[config.mk]
export PLATFORM = sky130hd
export DESIGN_NAME = lsu32
export DESIGN_NICKNAME = d
export VERILOG_FILES = /design/src/rtl/lsu32.sv
export SDC_FILE = /design/constraint.sdc
export NUM_CORES = 1
export LEC_CHECK = 0
export BUFFER_PORTS_ARGS = -buffer_cell sky130_fd_sc_hd__buf_2
export CAP_MARGIN = 20
export CORE_UTILIZATION = 55
export CTS_CLUSTER_SIZE = 12
export DETAILED_ROUTE_END_ITERATION = 7
export HOLD_SLACK_MARGIN = 0.08
export PLACE_DENSITY_LB_ADDON = 0.08
export SLEW_MARGIN = 30
export SYNTH_ARGS = -nofsm -noshare
export SYNTH_HDL_FRONTEND = slang
export SYNTH_SLANG_ARGS = --single-unit
[constraint.sdc]
create_clock -name clk -period 5.92 [get_ports clk]
set_input_delay 0.888 -clock clk [delete_from_list [all_inputs] [get_ports clk]]
set_output_delay 0.888 -clock clk [all_outputs]
set_load 0.03 [all_outputs]
[src/rtl/lsu32.sv]
// LSU32: byte/half/word load-store unit over a 32-bit word memory.
// Define LSU_MISALIGN_TRAP_EN to fault misaligned and reserved-size accesses.
module lsu32 #(
    parameter int ADDR_W  = 17,
    parameter int WORD_AW = 15
) (
    input  logic               clk,
    input  logic               rst,
    input  logic               req_valid,
    output logic               req_ready,
    input  logic               req_we,
    input  logic [1:0]         req_size,
    input  logic               req_unsigned,
    input  logic [ADDR_W-1:0]  req_addr,
    input  logic [31:0]        req_wdata,
    output logic               resp_valid,
    output logic [31:0]        resp_rdata,
    output logic               resp_err,
    output logic [WORD_AW-1:0] mem_addr,
    output logic               mem_re,
    output logic               mem_we,
    output logic [31:0]        mem_wdata,
    input  logic [31:0]        mem_rdata
);

    typedef enum logic [2:0] {IDLE, RD, CAP, WR, RESP} state_t;

    state_t      state, state_n;
    logic        we_q;
    logic [1:0]  size_q;
    logic        uns_q;
    logic [1:0]  lane_q;
    logic [31:0] wdata_q;
    logic        mis;
    logic        sub_word;
    logic        accept;
    logic [7:0]  byte_v;
    logic [15:0] half_v;
    logic [31:0] load_ext;
    logic [31:0] merged;

`ifdef LSU_MISALIGN_TRAP_EN
    assign mis = (req_size == 2'b11)
               | ((req_size == 2'b01) & req_addr[0])
               | ((req_size == 2'b10) & (req_addr[1:0] != 2'b00));
`else
    assign mis = 1'b0;
`endif

    assign sub_word  = (req_size == 2'b00) | (req_size == 2'b01);
    assign req_ready = (state == IDLE);
    assign accept    = req_ready & req_valid;

    always_comb begin
        state_n = state;
        unique case (state)
            IDLE: begin
                if (req_valid) begin
                    if (mis)
                        state_n = RESP;
                    else if (!req_we || sub_word)
                        state_n = RD;
                    else
                        state_n = WR;
                end
            end
            RD:      state_n = CAP;
            CAP:     state_n = we_q ? WR : RESP;
            WR:      state_n = RESP;
            RESP:    state_n = IDLE;
            default: state_n = IDLE;
        endcase
    end

    // Lane extraction for loads and lane replacement for read-modify-write
    always_comb begin
        byte_v   = mem_rdata[{lane_q, 3'b000} +: 8];
        half_v   = lane_q[1] ? mem_rdata[31:16] : mem_rdata[15:0];
        load_ext = mem_rdata;
        merged   = mem_rdata;
        unique case (size_q)
            2'b00: begin
                load_ext = {{24{~uns_q & byte_v[7]}}, byte_v};
                merged[{lane_q, 3'b000} +: 8] = wdata_q[7:0];
            end
            2'b01: begin
                load_ext = {{16{~uns_q & half_v[15]}}, half_v};
                merged[{lane_q[1], 4'b0000} +: 16] = wdata_q[15:0];
            end
            default: begin
                load_ext = mem_rdata;
                merged   = mem_rdata;
            end
        endcase
    end

    always_ff @(posedge clk) begin
        if (rst) begin
            state      <= IDLE;
            we_q       <= 1'b0;
            size_q     <= 2'b00;
            uns_q      <= 1'b0;
            lane_q     <= 2'b00;
            wdata_q    <= '0;
            mem_re     <= 1'b0;
            mem_we     <= 1'b0;
            resp_valid <= 1'b0;
            resp_err   <= 1'b0;
            resp_rdata <= '0;
            mem_wdata  <= '0;
            mem_addr   <= '0;
        end else begin
            state      <= state_n;
            mem_re     <= (state_n == RD);
            mem_we     <= (state_n == WR);
            resp_valid <= (state_n == RESP);
            if (accept) begin
                we_q       <= req_we;
                size_q     <= req_size;
                uns_q      <= req_unsigned;
                lane_q     <= req_addr[1:0];
                wdata_q    <= req_wdata;
                mem_addr   <= req_addr[ADDR_W-1:2];
                mem_wdata  <= req_wdata;
                resp_err   <= mis;
                resp_rdata <= '0;
            end
            if (state == CAP) begin
                if (we_q)
                    mem_wdata <= merged;
                else
                    resp_rdata <= load_ext;
            end
        end
    end

endmodule
**Word-level counts from Yosys, hierarchy flattened**

Index checks and enable logic that the tools add are counted.
W data, S select, Z words.

- Add/subtract/negate cells: 2
- Equal/unequal tests: 8
- Shift operators: 5
- Mux-type cells: 15
- Bitwise gates (word level): 5
- Reduce and logical (&&, ||, !) cells: 5

Operators with widths:

| operator | number |
|---|---|
| $mux W32 | 6 |
| $pmux W32 S2 | 2 |
| $bwmux W32 | 2 |
| $shift A16 B7 Y32 const A | 1 |
| $shift A8 B7 Y32 const A | 1 |
| $shiftx A16 B7 Y32 | 1 |
| $shiftx A32 B6 Y8 | 1 |
| $shiftx A8 B7 Y32 | 1 |
| $mux W16 | 1 |
| $neg A5 Y7 | 2 |
| $pmux W3 S4 | 1 |
| $eq A3 B2 Y1 const B | 3 |
| $eq A3 B1 Y1 const B | 2 |
| $mux W3 | 2 |
| $eq A2 B1 Y1 const B | 2 |
| $logic_not A2 Y1 | 2 |
| $and A1 B1 Y1 | 3 |
| $eq A3 B3 Y1 const B | 1 |
| $logic_not A3 Y1 | 1 |
| $mux W2 | 1 |
| $logic_not A1 Y1 | 1 |
| $logic_or A1 B1 Y1 | 1 |
| $not A1 Y1 | 1 |
| $or A1 B1 Y1 | 1 |

- Register bits after elaboration: 107
- Output and inout port bits: 84

**Depth between registers and ports, before layout**

Gate-level depths: netlist of run 1.

- Depth after elaboration: 7
- Gate-level depth with buffers: 9

**Worst setup path before layout of run 1**

Ideal clock, no wire load.

- Path type: register -> register
- Start: register lane_q[1]
- End: register mem_wdata[0]
- Library setup time: 91 ps
- Arrival: 2288 ps
- Setup slack: 3541 ps
- Cell stages (with the launch flop): 8
- Buffers on the path: 2
- Clock period less this slack: 2379 ps
- Cells stage by stage: dfxtp_1 > buf_2 > clkinv_1 > clkbuf_1 > ha_1 > o41ai_2 > a221oi_1 > a311oi_1

- Word-level cells in the longest chain between the ends: 6
- Elaborated cells between the ends (all ways): 11
- Classes of those cells: 2 x add/sub; 4 x shift; 5 x mux

RTL lines:

| what | RTL line | RTL |
|---|---|---|
| start: declaration | 32 | `logic [1:0] lane_q;` |
| start signal: assignment | 121 | `lane_q <= req_addr[1:0];` |
| $neg A5 Y7, on equally long branches | 88, 84 |  |
| $shiftx A16 B7 Y32, or another cell as far along | 88 | `merged[{lane_q[1], 4'b0000} +: 16] = wdata_q[15:0];` |
| $bwmux W32, on equally long branches | 88, 84 |  |
| $pmux W32 S2 * | 81 | `unique case (size_q)` |
| $mux W32 * | 129 | `if (we_q)` |
| $mux W32 * | 128 | `if (state == CAP) begin` |
| end signal: assignment | 124 | `mem_wdata <= req_wdata;` |
| end signal: assignment | 130 | `mem_wdata <= merged;` |
| end: declaration | 22 | `output logic [31:0] mem_wdata,` |

Mark *: on every way between the ends. The rest lies on a longest branch, timed or not.
A chain may end at the register's enable or synchronous reset.

**Final worst setup path of run 1**

- Start: register lane_q[1]
- End: register mem_wdata[7]

Same word-level chain as after synthesis.

==> results of run 1 <==
==> cell usage after synthesis, types with 4 or more instances <==
cell,number,area share (%)
a221o_1,16,3.0
a21oi_1,55,5.2
a31o_2,8,1.3
clkbuf_1,39,2.8
or3b_2,8,1.3
a21boi_0,8,1.1
a221oi_1,24,4.0
a22oi_1,8,1.1
nand2_1,136,9.7
a311oi_1,33,5.5
buf_2,10,0.95
a211oi_1,23,3.3
a22o_1,17,2.8
nor2b_1,21,2.5
buf_1,4,0.28
a21o_1,25,3.6
a222oi_1,7,1.3
dfxtp_1,107,41
ha_1,5,1.2
mux2_2,8,1.7
==> registers in the layout, indices dropped and copies added (netlist names) <==
name,count
mem_wdata,32
resp_rdata,32
wdata_q,16
mem_addr,15
state,3
lane_q,2
size_q,2
mem_re,1
mem_we,1
resp_valid,1
uns_q,1
we_q,1
==> stage by stage <==
stage	instances	util, %	area [um^2]	worst slack [ns]	hold slack, ns
global placement	855	66.0	6120	2.87	0.439
detailed placement	855	66.0	6130	2.69	0.447
global route	872	68.1	6320	2.35	0.483
CTS	871	68.0	6310	2.66	0.464
floorplan	603	-	5270	3.54	0.445
finish	872	68.1	6320	2.61	0.460
==> where the power goes <==
part	switching [W]	total [W]	leakage, nW	internal, W
Clock	0.000269	0.000430	0.0897	0.000161
Combinational	0.000274	0.000415	1.65	0.000141
Sequential	0.0000375	0.000807	0.875	0.000770
==> path summary, 6_finish.rpt <==
path                                  from                        to  slack [ns]  cells past startpoint
hold / removal    mem_addr[3]$_SDFFE_PP0P_  mem_addr[3]$_SDFFE_PP0P_        0.46                      2
setup / recovery    lane_q[1]$_SDFFE_PP0P_   mem_wdata[7]$_SDFF_PP0_        2.61                      6
hold reg to reg   mem_addr[3]$_SDFFE_PP0P_  mem_addr[3]$_SDFFE_PP0P_        0.46                      2
setup reg to reg    lane_q[1]$_SDFFE_PP0P_   mem_wdata[7]$_SDFF_PP0_        2.61                      6
==> cells by family after synthesis <==
group,count (synthesis),synth area share (%)
AO/OA/AOI/OAI,234,34.3
other,1,0.0711
multiplexers,10,2.09
flip-flops,107,40.6
AND/OR/NAND/NOR,186,17.0
buffers and inverters,60,4.79
adder cells (fa/ha/maj),5,1.19
==> routing by layer <==
layer | track usage [%] | vias up | wire (um)
met2 | 49.2 | 258 | 7130
met3 | 5.29 | 32 | 1460
li1 | - | 2530 | -
met1 | 45.3 | 2475 | 7070
met5 | 0 | - | 0
met4 | 12.8 | 0 | 425
==> final cells by class <==
type	count	area share (%)
sequential	107	33.9
tap	129	2.55
clock inverter	7	0.950
inverter	4	0.238
multi-input combinational	436	45.8
clock buffer	9	1.96
timing repair buffer	180	14.7
==> critical path: stages, from the launching register on <==
cell,delay [ns]
dfxtp_1,0.33
buf_4,0.39
clkinv_1,0.60
ha_1,0.55
o41ai_2,0.80
a221oi_1,0.23
a311oi_1,0.30
==> impl_metrics.json, run 1 <==
{
  "status": "finished clean",
  "die_y_um": 99.9,
  "hp-class": "flop to flop",
  "slew_viol_final": 0,
  "die_w_um": 99.9,
  "grt_pass1_vias": 4964,
  "worstPathArrival_ns": 3.58,
  "path_clk_slew_ns": 0.11,
  "ys_ff_latch": 107,
  "worst_pin_slew_ns": 0.902,
  "numCtsBuffers": 9,
  "overflow": 0,
  "finalSetupViolations": 0,
  "gp_congestion": 0.929,
  "drt.antenna.violating_nets": 0,
  "final-seq-area_um2": 2140,
  "port_buffers": 170,
  "multi_input_area_um2": 2890,
  "rows": 35,
  "post_drt_wl_per_cell_um": 18.4,
  "synthArstFlopShare_pct": 0,
  "drive_gt1_share_pct": 31.2,
  "finClkSkew_ns": 0.0113,
  "htreeDepth": 3,
  "crit_type": "flop to flop",
  "critPathCaptureType": "flop",
  "postCtsSetupBuffers": 0,
  "final.fill_count": 825,
  "rsz0062_at_grt": "false",
  "cp-start-kind": "flop",
  "required_ns": 6.19,
  "p_per_area_nw_per_um2": 261,
  "finalSetupTns_ns": 0,
  "syn_area_per_cell_um2": 8.74,
  "firstDrtPassIters": 8,
  "dp_hpwl_um": 11300,
  "core_um2": 9280,
  "maxSlewHeadroom_pct": 39.9,
  "antenna_found_initial": 0,
  "ios": 172,
  "clockBufferDepth": 2,
  "drt_iter0_drc": 352,
  "insertion_delay_ns": 0.37,
  "hold_violations": 0,
  "period_needed_ns": 3.31,
  "nets": 831,
  "ctsResizeCount": 0,
  "yosysUniqueCellTypes": 47,
  "grt_pass1_wl_um": 25500,
  "drt_wl_total_um": 16100,
  "cts_root_buf": "clkbuf_8",
  "areaGrowthSynthToFinish_pct": 19.9,
  "synth_cells": 603,
  "diodes": 0,
  "ys.warnings.count": 0,
  "via_per_inst": 6.07,
  "cts_tree": "done",
  "synth-edff-count": 0,
  "grtUsageTotal_pct": 32.2,
  "vias": 5295,
  "final_common_cell": "buf_2",
  "p_total_w": 0.00165,
  "grt_max_degree": 91,
  "cts.sinks": 107,
  "hold_buffers": 0,
  "cap_violations": 0,
  "worstPathMaxFanout": 48,
  "syn_area_um2": 5270,
  "synth_seq_area_share_pct": 40.6,
  "period_share_pct": 55.9,
  "start_util_pct": 56.8,
  "synthFlopType": "dfxtp_1",
  "syn_nets": 696,
  "p_leak_nw": 2.62,
  "layout_common_cells": "170 x buf_2, 135 x nand2_1, 107 x dfxtp_1",
  "ir_drop_mv": 0.147,
  "die_area_um2": 9980,
  "fmax_mhz": 302,
  "drc": 0
}
Note: power is estimated with default switching activity, not from simulation.
==> inputs of run 2 (changes only) <==
--- a/config.mk
+++ b/config.mk
@@ -7,7 +7,7 @@
 export LEC_CHECK = 0
 export BUFFER_PORTS_ARGS = -buffer_cell sky130_fd_sc_hd__buf_2
 export CAP_MARGIN = 20
-export CORE_UTILIZATION = 55
+export CORE_UTILIZATION = 51
 export CTS_CLUSTER_SIZE = 12
 export DETAILED_ROUTE_END_ITERATION = 7
 export HOLD_SLACK_MARGIN = 0.08
==> constraint.sdc (replaced) <==
create_clock -name clk -period 3.23 [get_ports clk]
set_input_delay 0.4845 -clock clk [delete_from_list [all_inputs] [get_ports clk]]
set_output_delay 0.4845 -clock clk [all_outputs]
set_load 0.03 [all_outputs]
==> run 2 against run 1 <==
Critical endpoint is now mem_wdata[2]$_SDFF_PP0_. Die area increased by 7.7%. Register-to-register slack got worse by 1.8 ns. Highest routed layer unchanged. Critical path depth decreased by 1. Wire length increased by 6.4%. Clock power increased by 130%. Total power increased by 96%. Combinational power increased by 83%.
==> impl_metrics.json, run 2 (synthesis gave the netlist of run 1 again) <==
{
  "antenna_found_initial": 0,
  "finalSetupTns_ns": 0,
  "ir_drop_mv": 0.272,
  "cpPeakStageDelay_ns": 0.80,
  "cts_tree": "done",
  "finClkSkew_ns": 0.0109,
  "p_leak_nw": 2.67,
  "start_util_pct": 53.2,
  "period_needed_ns": 2.45,
  "drt_iter0_drc": 456,
  "dp_hpwl_um": 12200,
  "final.fill_count": 897,
  "cts_root_buf": "clkbuf_8",
  "period_share_pct": 75.9,
  "startpoint": "lane_q[0]$_SDFFE_PP0P_",
  "die_w_um": 104,
  "layout_common_cells": "170 x buf_2, 135 x nand2_1, 107 x dfxtp_1",
  "status": "finished clean",
  "diodes": 0,
  "path_clk_slew_ns": 0.10,
  "hold_buffers": 0,
  "required_ns": 3.53,
  "drt_wl_total_um": 17100,
  "cts.sinks": 107,
  "worstPathMaxFanout": 9,
  "hold_violations": 0,
  "grtUsageTotal_pct": 31.7,
  "grt_max_degree": 66,
  "via_per_inst": 6.19,
  "port_buffers": 170,
  "post_drt_wl_per_cell_um": 19.4,
  "core_um2": 9910,
  "hp-class": "input port to flop",
  "worstPathArrival_ns": 2.75,
  "maxSlewHeadroom_pct": 43.7,
  "worst_pin_slew_ns": 0.835,
  "reg_top3": "mem_wdata (32), resp_rdata (32), wdata_q (16)",
  "drt.antenna.violating_nets": 0,
  "drc": 0,
  "vias": 5449,
  "final_common_cell": "buf_2",
  "overflow": 0,
  "placed_cell_area_um2": 6180,
  "slew_viol_final": 0,
  "slowest_stage": "o41ai_2",
  "ios": 172,
  "clockBufferDepth": 2,
  "p_per_area_nw_per_um2": 505,
  "crit_chain": "inv_1 > ha_1 > o41ai_2 > a221oi_1 > a311oi_1",
  "postCtsSetupBuffers": 0,
  "gp_congestion": 0.880,
  "grt_pass1_vias": 5011,
  "critPathCaptureType": "flop",
  "rsz0062_at_grt": "false",
  "areaGrowthSynthToFinish_pct": 21.7,
  "firstDrtPassIters": 5,
  "post-place-ws_ns": 0.822,
  "die_y_um": 104,
  "finalSetupViolations": 0,
  "final_cell_area_um2": 6420,
  "nets": 835,
  "crit_type": "flop to flop",
  "ctsResizeCount": 0,
  "die_area_um2": 10700,
  "cp-start-kind": "flop",
  "whs_path_depth": 3,
  "fmax_mhz": 408,
  "htreeDepth": 3,
  "grt_pass1_wl_um": 27300,
  "insertion_delay_ns": 0.38,
  "fin_ws_ns": 0.779,
  "numCtsBuffers": 9,
  "reg2reg_depth": 5,
  "min_from": "req_addr[5]",
  "r2r_start": "lane_q[0]$_SDFFE_PP0P_",
  "drive_gt1_share_pct": 31.2,
  "cap_violations": 0,
  "rows": 36
}
## run 2: path summary, 6_finish.rpt
check | endpoint | slack [ns]
setup / recovery | mem_wdata[2]$_SDFF_PP0_ | 0.78
hold / removal | mem_addr[3]$_SDFFE_PP0P_ | 0.33
setup reg to reg | mem_wdata[2]$_SDFF_PP0_ | 0.78
hold reg to reg | mem_addr[10]$_SDFFE_PP0P_ | 0.46
## run 2: per-stage QoR
step                      util, %  power, W  hold slack, ns  cells
after global placement       62.3   0.00226           0.439    864
after floorplan                 -   0.00201           0.445    603
after CTS                    64.8   0.00325           0.317    880
after global routing         64.8   0.00337           0.331    880
final                        64.8   0.00324           0.327    880
after detailed placement     62.3   0.00227           0.446    864
## run 2: routing by layer
| metal | track usage (%) | wire length, um | vias to the layer above |
|---|---|---|---|
| met4 | 9.39 | 280 | 0 |
| met3 | 4.78 | 1330 | 24 |
| li1 | - | - | 2555 |
| met5 | 0 | 0 | - |
| met2 | 48.5 | 7700 | 264 |
| met1 | 46.0 | 7810 | 2606 |
## run 2: where the power goes
group / internal [W] / switching [W] / total (W)
Sequential: 0.00141 / 0.0000830 / 0.00149
Combinational: 0.000264 / 0.000497 / 0.000761
Clock: 0.000517 / 0.000469 / 0.000986
Total: 0.00219 / 0.00105 / 0.00324
## run 2: cell type report
type	count	area [um^2]	area share [%]
Clock buffer	10	128	1.99
Clock inverter	6	111	1.74
Inverter	4	15.0	0.234
Multi-Input combinational cell	436	2890	45.0
Sequential cell	107	2140	33.4
Tap cell	133	166	2.59
Timing Repair Buffer	184	968	15.1
## run 2: critical path, delay by kind of cell, from the launching register on
kind / cells / cell delay (ns)
AOI/OAI and AO/OA: 3 / 1.32
DFF: 1 / 0.52
adders and majority gates: 1 / 0.38
buffers and inverters: 1 / 0.15
